## src/rtl/rvfi_seq_pkg.sv

```systemverilog
`default_nettype none
// ============================================================================
// Module   : rvfi_seq_pkg
// Purpose  : Shared RVFI record type, lane limits and lane-mask helper for the
//            retirement sequencer.
// Revision : 1.0 - initial release
// ============================================================================
package rvfi_seq_pkg;

    localparam int RVFI_SEQ_MAX_NRET = 4;
    localparam int RVFI_SEQ_CNT_W    = $clog2(RVFI_SEQ_MAX_NRET + 1);

    typedef struct packed {
        logic [63:0] order;
        logic [31:0] insn;
        logic [31:0] pc_rdata;
        logic [31:0] pc_wdata;
        logic        trap;
        logic        intr;
        logic        halt;
        logic [4:0]  rd_addr;
        logic [31:0] rd_wdata;
        logic [31:0] mem_addr;
        logic [3:0]  mem_rmask;
        logic [3:0]  mem_wmask;
        logic [31:0] mem_rdata;
        logic [31:0] mem_wdata;
    } rvfi_entry_t;

    function automatic logic [RVFI_SEQ_CNT_W-1:0] lane_popcount(
        input logic [RVFI_SEQ_MAX_NRET-1:0] mask
    );
        logic [RVFI_SEQ_CNT_W-1:0] cnt;
        cnt = '0;
        for (int i = 0; i < RVFI_SEQ_MAX_NRET; i++) begin
            cnt = cnt + {{(RVFI_SEQ_CNT_W-1){1'b0}}, mask[i]};
        end
        return cnt;
    endfunction

endpackage
`default_nettype wire

```

## src/rtl/rvfi_seq_fifo.sv

```systemverilog
`default_nettype none
// ============================================================================
// Module   : rvfi_seq_fifo
// Purpose  : NRET-write / 1-read circular buffer; occupancy and handshake
//            flags are registered from the next-state pointers.
// Revision : 1.0 - initial release
// ============================================================================
module rvfi_seq_fifo
    import rvfi_seq_pkg::*;
#(
    parameter int NRET  = 2,
    parameter int DEPTH = 8,
    parameter int W     = 8
) (
    input  logic                               clk,
    input  logic                               rst,
    input  logic                               wr_en,
    input  logic [RVFI_SEQ_CNT_W-1:0]          wr_cnt,
    input  logic [NRET-1:0][W-1:0]             wr_data,
    input  logic                               rd_en,
    output logic [W-1:0]                       rd_data,
    output logic                               out_valid,
    output logic                               in_ready,
    output logic [$clog2(DEPTH+1)-1:0]         count
);

    localparam int c_AW = $clog2(DEPTH);
    localparam int c_PW = c_AW + 1;

    logic [W-1:0]      r_mem [DEPTH];
    logic [c_PW-1:0]   r_wr_ptr;
    logic [c_PW-1:0]   r_rd_ptr;
    logic [c_PW-1:0]   w_wr_ptr_nxt;
    logic [c_PW-1:0]   w_rd_ptr_nxt;
    logic [c_PW-1:0]   w_count_nxt;
    logic              r_out_valid;
    logic              r_in_ready;
    logic [c_PW-1:0]   r_count;

    // The wrap bit makes the pointer difference range 0..DEPTH, so full and
    // empty stay distinct without a separate occupancy counter.
    always_comb begin
        w_wr_ptr_nxt = r_wr_ptr;
        w_rd_ptr_nxt = r_rd_ptr;
        if (wr_en) begin
            w_wr_ptr_nxt = r_wr_ptr + c_PW'(wr_cnt);
        end
        if (rd_en) begin
            w_rd_ptr_nxt = r_rd_ptr + c_PW'(1);
        end
        w_count_nxt = w_wr_ptr_nxt - w_rd_ptr_nxt;
    end

    always_ff @(posedge clk or posedge rst) begin
        if (rst) begin
            r_wr_ptr    <= '0;
            r_rd_ptr    <= '0;
            r_count     <= '0;
            r_out_valid <= 1'b0;
            r_in_ready  <= 1'b1;
        end else begin
            r_wr_ptr    <= w_wr_ptr_nxt;
            r_rd_ptr    <= w_rd_ptr_nxt;
            r_count     <= w_count_nxt;
            r_out_valid <= (w_count_nxt != '0);
            r_in_ready  <= (w_count_nxt <= c_PW'(DEPTH - NRET));
        end
    end

    always_ff @(posedge clk) begin
        for (int j = 0; j < NRET; j++) begin
            if (wr_en && (RVFI_SEQ_CNT_W'(j) < wr_cnt)) begin
                r_mem[r_wr_ptr[c_AW-1:0] + c_AW'(j)] <= wr_data[j];
            end
        end
    end

    assign rd_data   = r_mem[r_rd_ptr[c_AW-1:0]];
    assign out_valid = r_out_valid;
    assign in_ready  = r_in_ready;
    assign count     = r_count;

endmodule
`default_nettype wire

```

## src/rtl/rvfi_retire_sequencer.sv

```systemverilog
`default_nettype none
// ============================================================================
// Module   : rvfi_retire_sequencer
// Purpose  : Compacts up to NRET RVFI retirements per cycle into an ordered
//            queue tagged with irq/debug state, feeding the ISS stepper.
//            Optional order checker enabled by RVFI_SEQ_ORDER_CHECK_EN.
// Revision : 1.0 - initial release
// ============================================================================
module rvfi_retire_sequencer
    import rvfi_seq_pkg::*;
#(
    parameter int NRET  = 2,
    parameter int DEPTH = 8,
    parameter int XLEN  = 32
) (
    input  logic                          clk_i,
    input  logic                          rst_i,
    input  logic [NRET-1:0]               in_valid_i,
    input  rvfi_entry_t [NRET-1:0]        in_entry_i,
    output logic                          in_ready_o,
    input  logic [XLEN-1:0]               irq_i,
    input  logic                          debug_req_i,
    output logic                          out_valid_o,
    output rvfi_entry_t                   out_entry_o,
    output logic [XLEN-1:0]               out_irq_o,
    output logic                          out_debug_o,
    input  logic                          out_ready_i,
    output logic [$clog2(DEPTH+1)-1:0]    count_o,
    output logic                          overflow_o,
    output logic                          order_err_o
);

    typedef struct packed {
        logic            debug;
        logic [XLEN-1:0] irq;
        rvfi_entry_t     entry;
    } slot_t;

    localparam int c_SW = $bits(slot_t);

    logic [RVFI_SEQ_MAX_NRET-1:0] w_valid_ext;
    logic [RVFI_SEQ_CNT_W-1:0]    w_push_cnt;
    logic                         w_any_valid;
    logic                         w_push;
    logic                         w_pop;
    slot_t [NRET-1:0]             w_comp;
    logic [c_SW-1:0]              w_head_bits;
    slot_t                        w_head;
    logic                         r_overflow;

    assign w_valid_ext = RVFI_SEQ_MAX_NRET'(in_valid_i);
    assign w_push_cnt  = lane_popcount(w_valid_ext);
    assign w_any_valid = |in_valid_i;
    assign w_push      = w_any_valid && in_ready_o;
    assign w_pop       = out_valid_o && out_ready_i;

    // Slot j takes the valid lane that has exactly j valid lanes below it.
    always_comb begin
        w_comp = '0;
        for (int j = 0; j < NRET; j++) begin
            for (int i = 0; i < NRET; i++) begin
                if (in_valid_i[i] &&
                    (lane_popcount(w_valid_ext &
                        ((RVFI_SEQ_MAX_NRET'(1) << i) - RVFI_SEQ_MAX_NRET'(1)))
                        == RVFI_SEQ_CNT_W'(j))) begin
                    w_comp[j].debug = debug_req_i;
                    w_comp[j].irq   = irq_i;
                    w_comp[j].entry = in_entry_i[i];
                end
            end
        end
    end

    rvfi_seq_fifo #(
        .NRET  (NRET),
        .DEPTH (DEPTH),
        .W     (c_SW)
    ) u_fifo (
        .clk       (clk_i),
        .rst       (rst_i),
        .wr_en     (w_push),
        .wr_cnt    (w_push_cnt),
        .wr_data   (w_comp),
        .rd_en     (w_pop),
        .rd_data   (w_head_bits),
        .out_valid (out_valid_o),
        .in_ready  (in_ready_o),
        .count     (count_o)
    );

    // Unused buffer slots hold stale data; the head is forced to zero when empty.
    assign w_head      = slot_t'(w_head_bits);
    assign out_entry_o = out_valid_o ? w_head.entry : '0;
    assign out_irq_o   = out_valid_o ? w_head.irq   : '0;
    assign out_debug_o = out_valid_o ? w_head.debug : 1'b0;

    always_ff @(posedge clk_i or posedge rst_i) begin
        if (rst_i) begin
            r_overflow <= 1'b0;
        end else if (w_any_valid && !in_ready_o) begin
            r_overflow <= 1'b1;
        end
    end

    assign overflow_o = r_overflow;

`ifdef RVFI_SEQ_ORDER_CHECK_EN
    logic        r_exp_loaded;
    logic [63:0] r_exp_order;
    logic        r_order_err;
    logic        w_loaded_nxt;
    logic [63:0] w_exp_nxt;
    logic        w_err_nxt;

    // A mismatch resyncs to the observed order, so each accepted entry simply
    // sets the next expectation to its own order + 1.
    always_comb begin
        w_loaded_nxt = r_exp_loaded;
        w_exp_nxt    = r_exp_order;
        w_err_nxt    = r_order_err;
        if (w_push) begin
            for (int i = 0; i < NRET; i++) begin
                if (in_valid_i[i]) begin
                    if (w_loaded_nxt && (in_entry_i[i].order != w_exp_nxt)) begin
                        w_err_nxt = 1'b1;
                    end
                    w_loaded_nxt = 1'b1;
                    w_exp_nxt    = in_entry_i[i].order + 64'd1;
                end
            end
        end
    end

    always_ff @(posedge clk_i or posedge rst_i) begin
        if (rst_i) begin
            r_exp_loaded <= 1'b0;
            r_exp_order  <= '0;
            r_order_err  <= 1'b0;
        end else begin
            r_exp_loaded <= w_loaded_nxt;
            r_exp_order  <= w_exp_nxt;
            r_order_err  <= w_err_nxt;
        end
    end

    assign order_err_o = r_order_err;
`else
    assign order_err_o = 1'b0;
`endif

endmodule
`default_nettype wire
```

## config.mk

```make
export PLATFORM = sky130hd
export DESIGN_NAME = rvfi_retire_sequencer
export DESIGN_NICKNAME = d
export VERILOG_FILES = /design/src/rtl/rvfi_seq_pkg.sv /design/src/rtl/rvfi_seq_fifo.sv /design/src/rtl/rvfi_retire_sequencer.sv
export SDC_FILE = /design/constraint.sdc
export NUM_CORES = 2
export LEC_CHECK = 0
export CAP_MARGIN = 15
export CORE_MARGIN = 3
export CORE_UTILIZATION = 59
export DETAILED_ROUTE_END_ITERATION = 7
export MAX_ROUTING_LAYER = met4
export PLACE_DENSITY = 0.78
export SETUP_SLACK_MARGIN = 0.2
export SLEW_MARGIN = 5
export SYNTH_ARGS = -nofsm -noshare
export SYNTH_HDL_FRONTEND = slang
export SYNTH_SLANG_ARGS = --single-unit
export TNS_END_PERCENT = 5
```

## constraint.sdc

```tcl
create_clock -name clk_i -period 34.2 [get_ports clk_i]
set_clock_uncertainty 0.05 [all_clocks]
set_input_delay 5.13 -clock clk_i [delete_from_list [all_inputs] [get_ports clk_i]]
set_output_delay 5.13 -clock clk_i [all_outputs]
set_load 0.03 [all_outputs]
```

# Yosys cells after proc, flatten, opt, wreduce, memory -nomap -nowiden
# Memory sizes are Yosys's and may differ from the RTL's.
# Index checks and enable logic that the tools add are counted.
[word_totals] mem_bits_rw=2696 word_cells=38 input_bits=646 memories=1 out_inout_bits=345 register_bits=15
[classes] n_addsub=5 muxes=12 n_reduce_logical=11 magnitude_cmp=3
[memory_table] name="u_fifo.r_mem" words=8 width=337 read_ports=1 rd_clocked_by_memory_dff=0 wr=2 line_no="rvfi_seq_fifo.sv:30" rtl="logic [W-1:0] r_mem [DEPTH];"
[ops] operator="337-bit two-way mux" count=3
[ops] operator="304-bit two-way mux" count=1
[ops] operator="32-bit two-way mux" count=1
[ops] operator="4-bit two-way mux" count=2
[ops] operator="1-bit logical AND" count=7
[ops] operator="1-bit two-way mux" count=5
[ops] operator="4-bit by 1-bit adder with 4-bit output, second input constant" count=1
[ops] operator="4-bit by 2-bit adder with 4-bit output" count=1
[ops] operator="4-bit by 3-bit less-or-equal comparator with 1-bit output, second input constant" count=1
[ops] operator="1-bit by 2-bit less-than comparator with 1-bit output, first input constant" count=2
[ops] operator="4-bit nonzero test" count=1
[ops] operator="4-bit subtractor" count=1
[ops] operator="3-bit by 1-bit adder with 3-bit output, second input constant" count=1
[ops] operator="3-bit logical NOT" count=1
[ops] operator="1-bit by 1-bit adder with 2-bit output" count=1
[ops] operator="2-bit OR reduction" count=1
[ops] operator="1-bit logical NOT" count=1

# Depth between registers and ports, before layout
[logic_depth] word_depth=5 mapped_depth=12 depth_no_buf=12

# Modules after synthesis
# A second synthesis with hierarchy kept.
[unflattened] cells_unflattened=8860 area_unflattened_um2=141756.0
[modules_own_cells] module="rvfi_seq_fifo" instances=1 cells_per_inst=7689 area_each_um2=133743.3
[modules_own_cells] module="rvfi_retire_sequencer" instances=1 cells_per_inst=1171 area_each_um2=8012.7

# Worst setup path before layout
# Ideal clock, no wire load.
[synth_path] path_type="in2reg" startpoint="in in_valid_i[0]" endpoint="mem u_fifo.r_mem[0][0] (netlist name), enable pin" path_stages=5 arrival_ns=30.373 path_buffers=0 required_time_ns=32.623 path_slack_ns=2.251 path_cell_list="inv_1 -> ha_1 -> nand2b_1 -> or2_2 -> o31ai_1"
[synth_rtl] item="from (decl)" line_no="rvfi_retire_sequencer.sv:18" rtl="input logic [NRET-1:0] in_valid_i,"
[synth_rtl] item="to (decl)" line_no="rvfi_seq_fifo.sv:30"

==> run metrics <==
outcome finished clean; Final Routed Wirelength 408,000 um; Seq/Total Area, Yosys 0.610; grt ovf 0; hold_buf cts 0; Synth Flop Type edfxtp_1; CTS resizes 0; Pleak 51.8 nW; DRT iter0 DRCs 14,400; setup violators final 0; Die H 481 um; clock-pin slew on the worst setup and hold paths about 0.060 ns; Max VDD drop 0.0992 mV; fin crit period 12.51 ns; Placement Rows 173; CP endpoint kind primary output; Slew @ Worst Pin 1.35 ns; fin crit share 0.366; Clock power frac 0.234; global-route wire length before repair around 600,000 um; core box area 223,000 sq um; area of the multi-input gates 48,200 sq um; Area Overhead vs Synth 15.2%; Root Driver clkbuf_16; drt wl/cell 28.1 um; Layout Utilization 0.687; critical path's largest stage delay ~1.1 ns; CP dominant cell by count buf_4; initial antenna violation count 32; die width 481 um; share of cells above drive strength 1 0.106; Synth Net Count 11,400; vias in the first global route ~95,000; fill count between 15,000 and 20,000; clk buf depth 4; Gate power share 0.411; GP Congestion 0.881; Sw Ratio 0.362; worst hold margin 0.443 ns; Startpoint Class register; sw power 4.60 mW; Post-CTS Setup Bufs 0; crit-path cells buf_4 > buf_4 > buf_4 > buf_4 > mux2i_1 > nor2b_1 > clkdlybuf4s50_1; CTS Buf Count 293; Peak Freq 79.9 MHz; max-cap violations 0; CP Max Fanout 49; H-Tree Depth 5; DRT antenna net count 0; critical setup path kind reg -> out; via count 96,700; M3 GR Usage 0.0749; number of flops mapped to enable cells by yosys 2,696; final hold violations 0; CTS tree built; asr flop ratio synth 0.00553; Pwr Density between 80 and 90 nW/um^2; setup repair after global routing missed its margin false; cell count after synthesis 10,800; sequential power share 0.355; drt via density roughly 6.7; GRT Max-Usage Layer met2; max_slew headroom 0.101; boundary pin count 991; Critical Path AT 7.33 ns; GR Layer Usage met2 0.532; M1 GR Usage 0.463; count of state elements after synthesis between 2,000 and 3,000; Ys Warns 0; syn_area_per_cell 12.4 sq um; CP required 29.02 ns; total track usage 0.358; cell-internal power 8.10 mW; die area 232,000 sq um; starting density of the core 0.597; clock latency on the worst-skew pair 0.93 ns; Post-route DRC 0; post-synth cell types 38; Port-buffer cells approximately 990; setup_tns 0 ns; CP bufs+invs 5; largest net degree at the start of global routing 208; final slew viol count 0; fin nets 12,000; delay-heaviest family, CP buffers and inverters; register area 81,300 sq um; Initial DRT Pass Iterations 7; cell area after synthesis 133,000 sq um; Crit-path slowest cell dfrtp_4; Hold WC Path Type reg -> reg; CTS Sinks 2,711; post-DP HPWL 230,000 um
-- logic make-up after synthesis --
group | synth area share
adders and majority gates | 0.00124
buffers and inverters | 0.0296
other | 0.0000281
and+or+nand+nor | 0.107
AOI/OAI and AO/OA | 0.112
muxes | 0.139
DFF | 0.610
xor gates and xnor gates | 0.000695
-- worst register-to-register path, cell delays in order (launching register included) --
cell	delay (ns)
dfrtp_1	0.54
ha_1	0.62
inv_1	0.23
nor3_4	0.25
buf_4	0.73
buf_4	0.82
buf_4	0.94
buf_4	0.92
buf_4	0.79
a21oi_1	0.21
-- synthesized netlist by cell type, types with 2 or more instances --
cell type	number	share of area
a21oi_1	2434	0.091
a22o_1	304	0.020
and2_1	132	0.0062
buf_1	77	0.0022
buf_2	431	0.016
clkbuf_1	382	0.011
dfrtp_1	14	0.0026
edfxtp_1	2696	0.61
fa_1	2	0.00030
ha_1	10	0.00094
inv_1	13	0.00037
mux2i_1	339	0.025
mux4_2	674	0.11
nand2_1	313	0.0088
nand2b_1	4	0.00019
nand3_1	2	0.000075
nand3b_1	2	0.00011
nor2_1	2439	0.069
nor2b_1	469	0.022
nor3_1	6	0.00023
nor3_2	4	0.00030
o21bai_1	5	0.00028
o22ai_1	2	0.000094
o31ai_1	2	0.00011
or2_2	2	0.000094
xnor2_1	2	0.00013
xor2_1	6	0.00039
-- path summary, 6_finish.rpt --
| check | slack [ns] | from | depth (start not counted) | to |
|---|---|---|---|---|
| setup reg to reg | 27.81 | u_fifo.r_wr_ptr[0] | 9 | u_fifo.r_mem[7][185] |
| max in group asynchronous | 29.05 | rst_i | 2 | u_fifo.r_rd_ptr[1] |
| setup / recovery | 21.69 | u_fifo.r_rd_ptr[2] | 7 | out_entry_o[100] |
| min in group asynchronous | 4.56 | rst_i | 2 | u_fifo.out_valid |
| hold / removal | 0.44 | u_fifo.r_wr_ptr[3] | 1 | u_fifo.r_wr_ptr[3] |
| hold reg to reg | 0.44 | u_fifo.r_wr_ptr[3] | 1 | u_fifo.r_wr_ptr[3] |
-- flip-flops by register name, indices dropped and copies added (netlist names) --
name and count:
u_fifo.r_mem 2696, u_fifo.count 4, u_fifo.r_rd_ptr 4, u_fifo.r_wr_ptr 4, overflow_o 1, u_fifo.in_ready 1, u_fifo.out_valid 1
-- metrics by stage --
step	setup slack [ns]	instance area, sq um	std cells	power [mW]
final	21.69	153000	14500	12.7
after global routing	21.16	153000	14500	13.1
after CTS	21.66	153000	14500	12.7
after detailed placement	22.15	145000	14000	9.70
after global placement	22.33	145000	14000	9.61
after floorplan	2.25	133000	10800	8.21
-- power by group through the flow --
stage | clock network [mW] | logic [mW] | registers [mW]
after floorplan | 0 | 3.28 | 4.93
after global placement | 0 | 5.08 | 4.53
after detailed placement | 0 | 5.14 | 4.57
after CTS | 2.99 | 5.17 | 4.50
after global routing | 3.12 | 5.45 | 4.54
final | 2.98 | 5.21 | 4.51
-- area by class of cell --
| cell class | count | share of cell area |
|---|---|---|
| clock buffers | 369 | 0.0506 |
| flip-flops and latches | 2711 | 0.530 |
| well taps | 2975 | 0.0243 |
| clock inverters | 124 | 0.00605 |
| multi-input cells | 7161 | 0.314 |
| diodes | 28 | 0.000457 |
| repair buffers | 1136 | 0.0741 |
| inverters | 14 | 0.000342 |
-- routing by layer --
metal	routed length, um	vias up
met5	0	-
met1	139000	46800
met3	54200	1242
li1	-	41200
met2	190000	7493
met4	24800	0
-- cell usage in the layout, fill, tap and decap left out, types with 3 or more instances in the layout --
master,count
edfxtp_1,2696
nor2_1,2437
a21oi_1,2434
clkdlybuf4s50_1,989
mux4_2,674
nor2b_1,469
mux2i_1,339
nand2_1,313
a22o_1,304
clkbuf_16,300
and2_1,132
buf_4,117
clkbuf_1,69
clkinv_1,59
clkinv_2,38
buf_12,30
diode_2,28
inv_1,13
bufinv_16,13
dfrtp_1,10
ha_1,8
inv_6,8
xor2_1,6
nor3_2,6
nor3_4,4
o21bai_4,4
dfrtp_4,4
nor2_4,3
clkinvlp_4,3
Note: power is estimated with default switching activity, not from simulation.
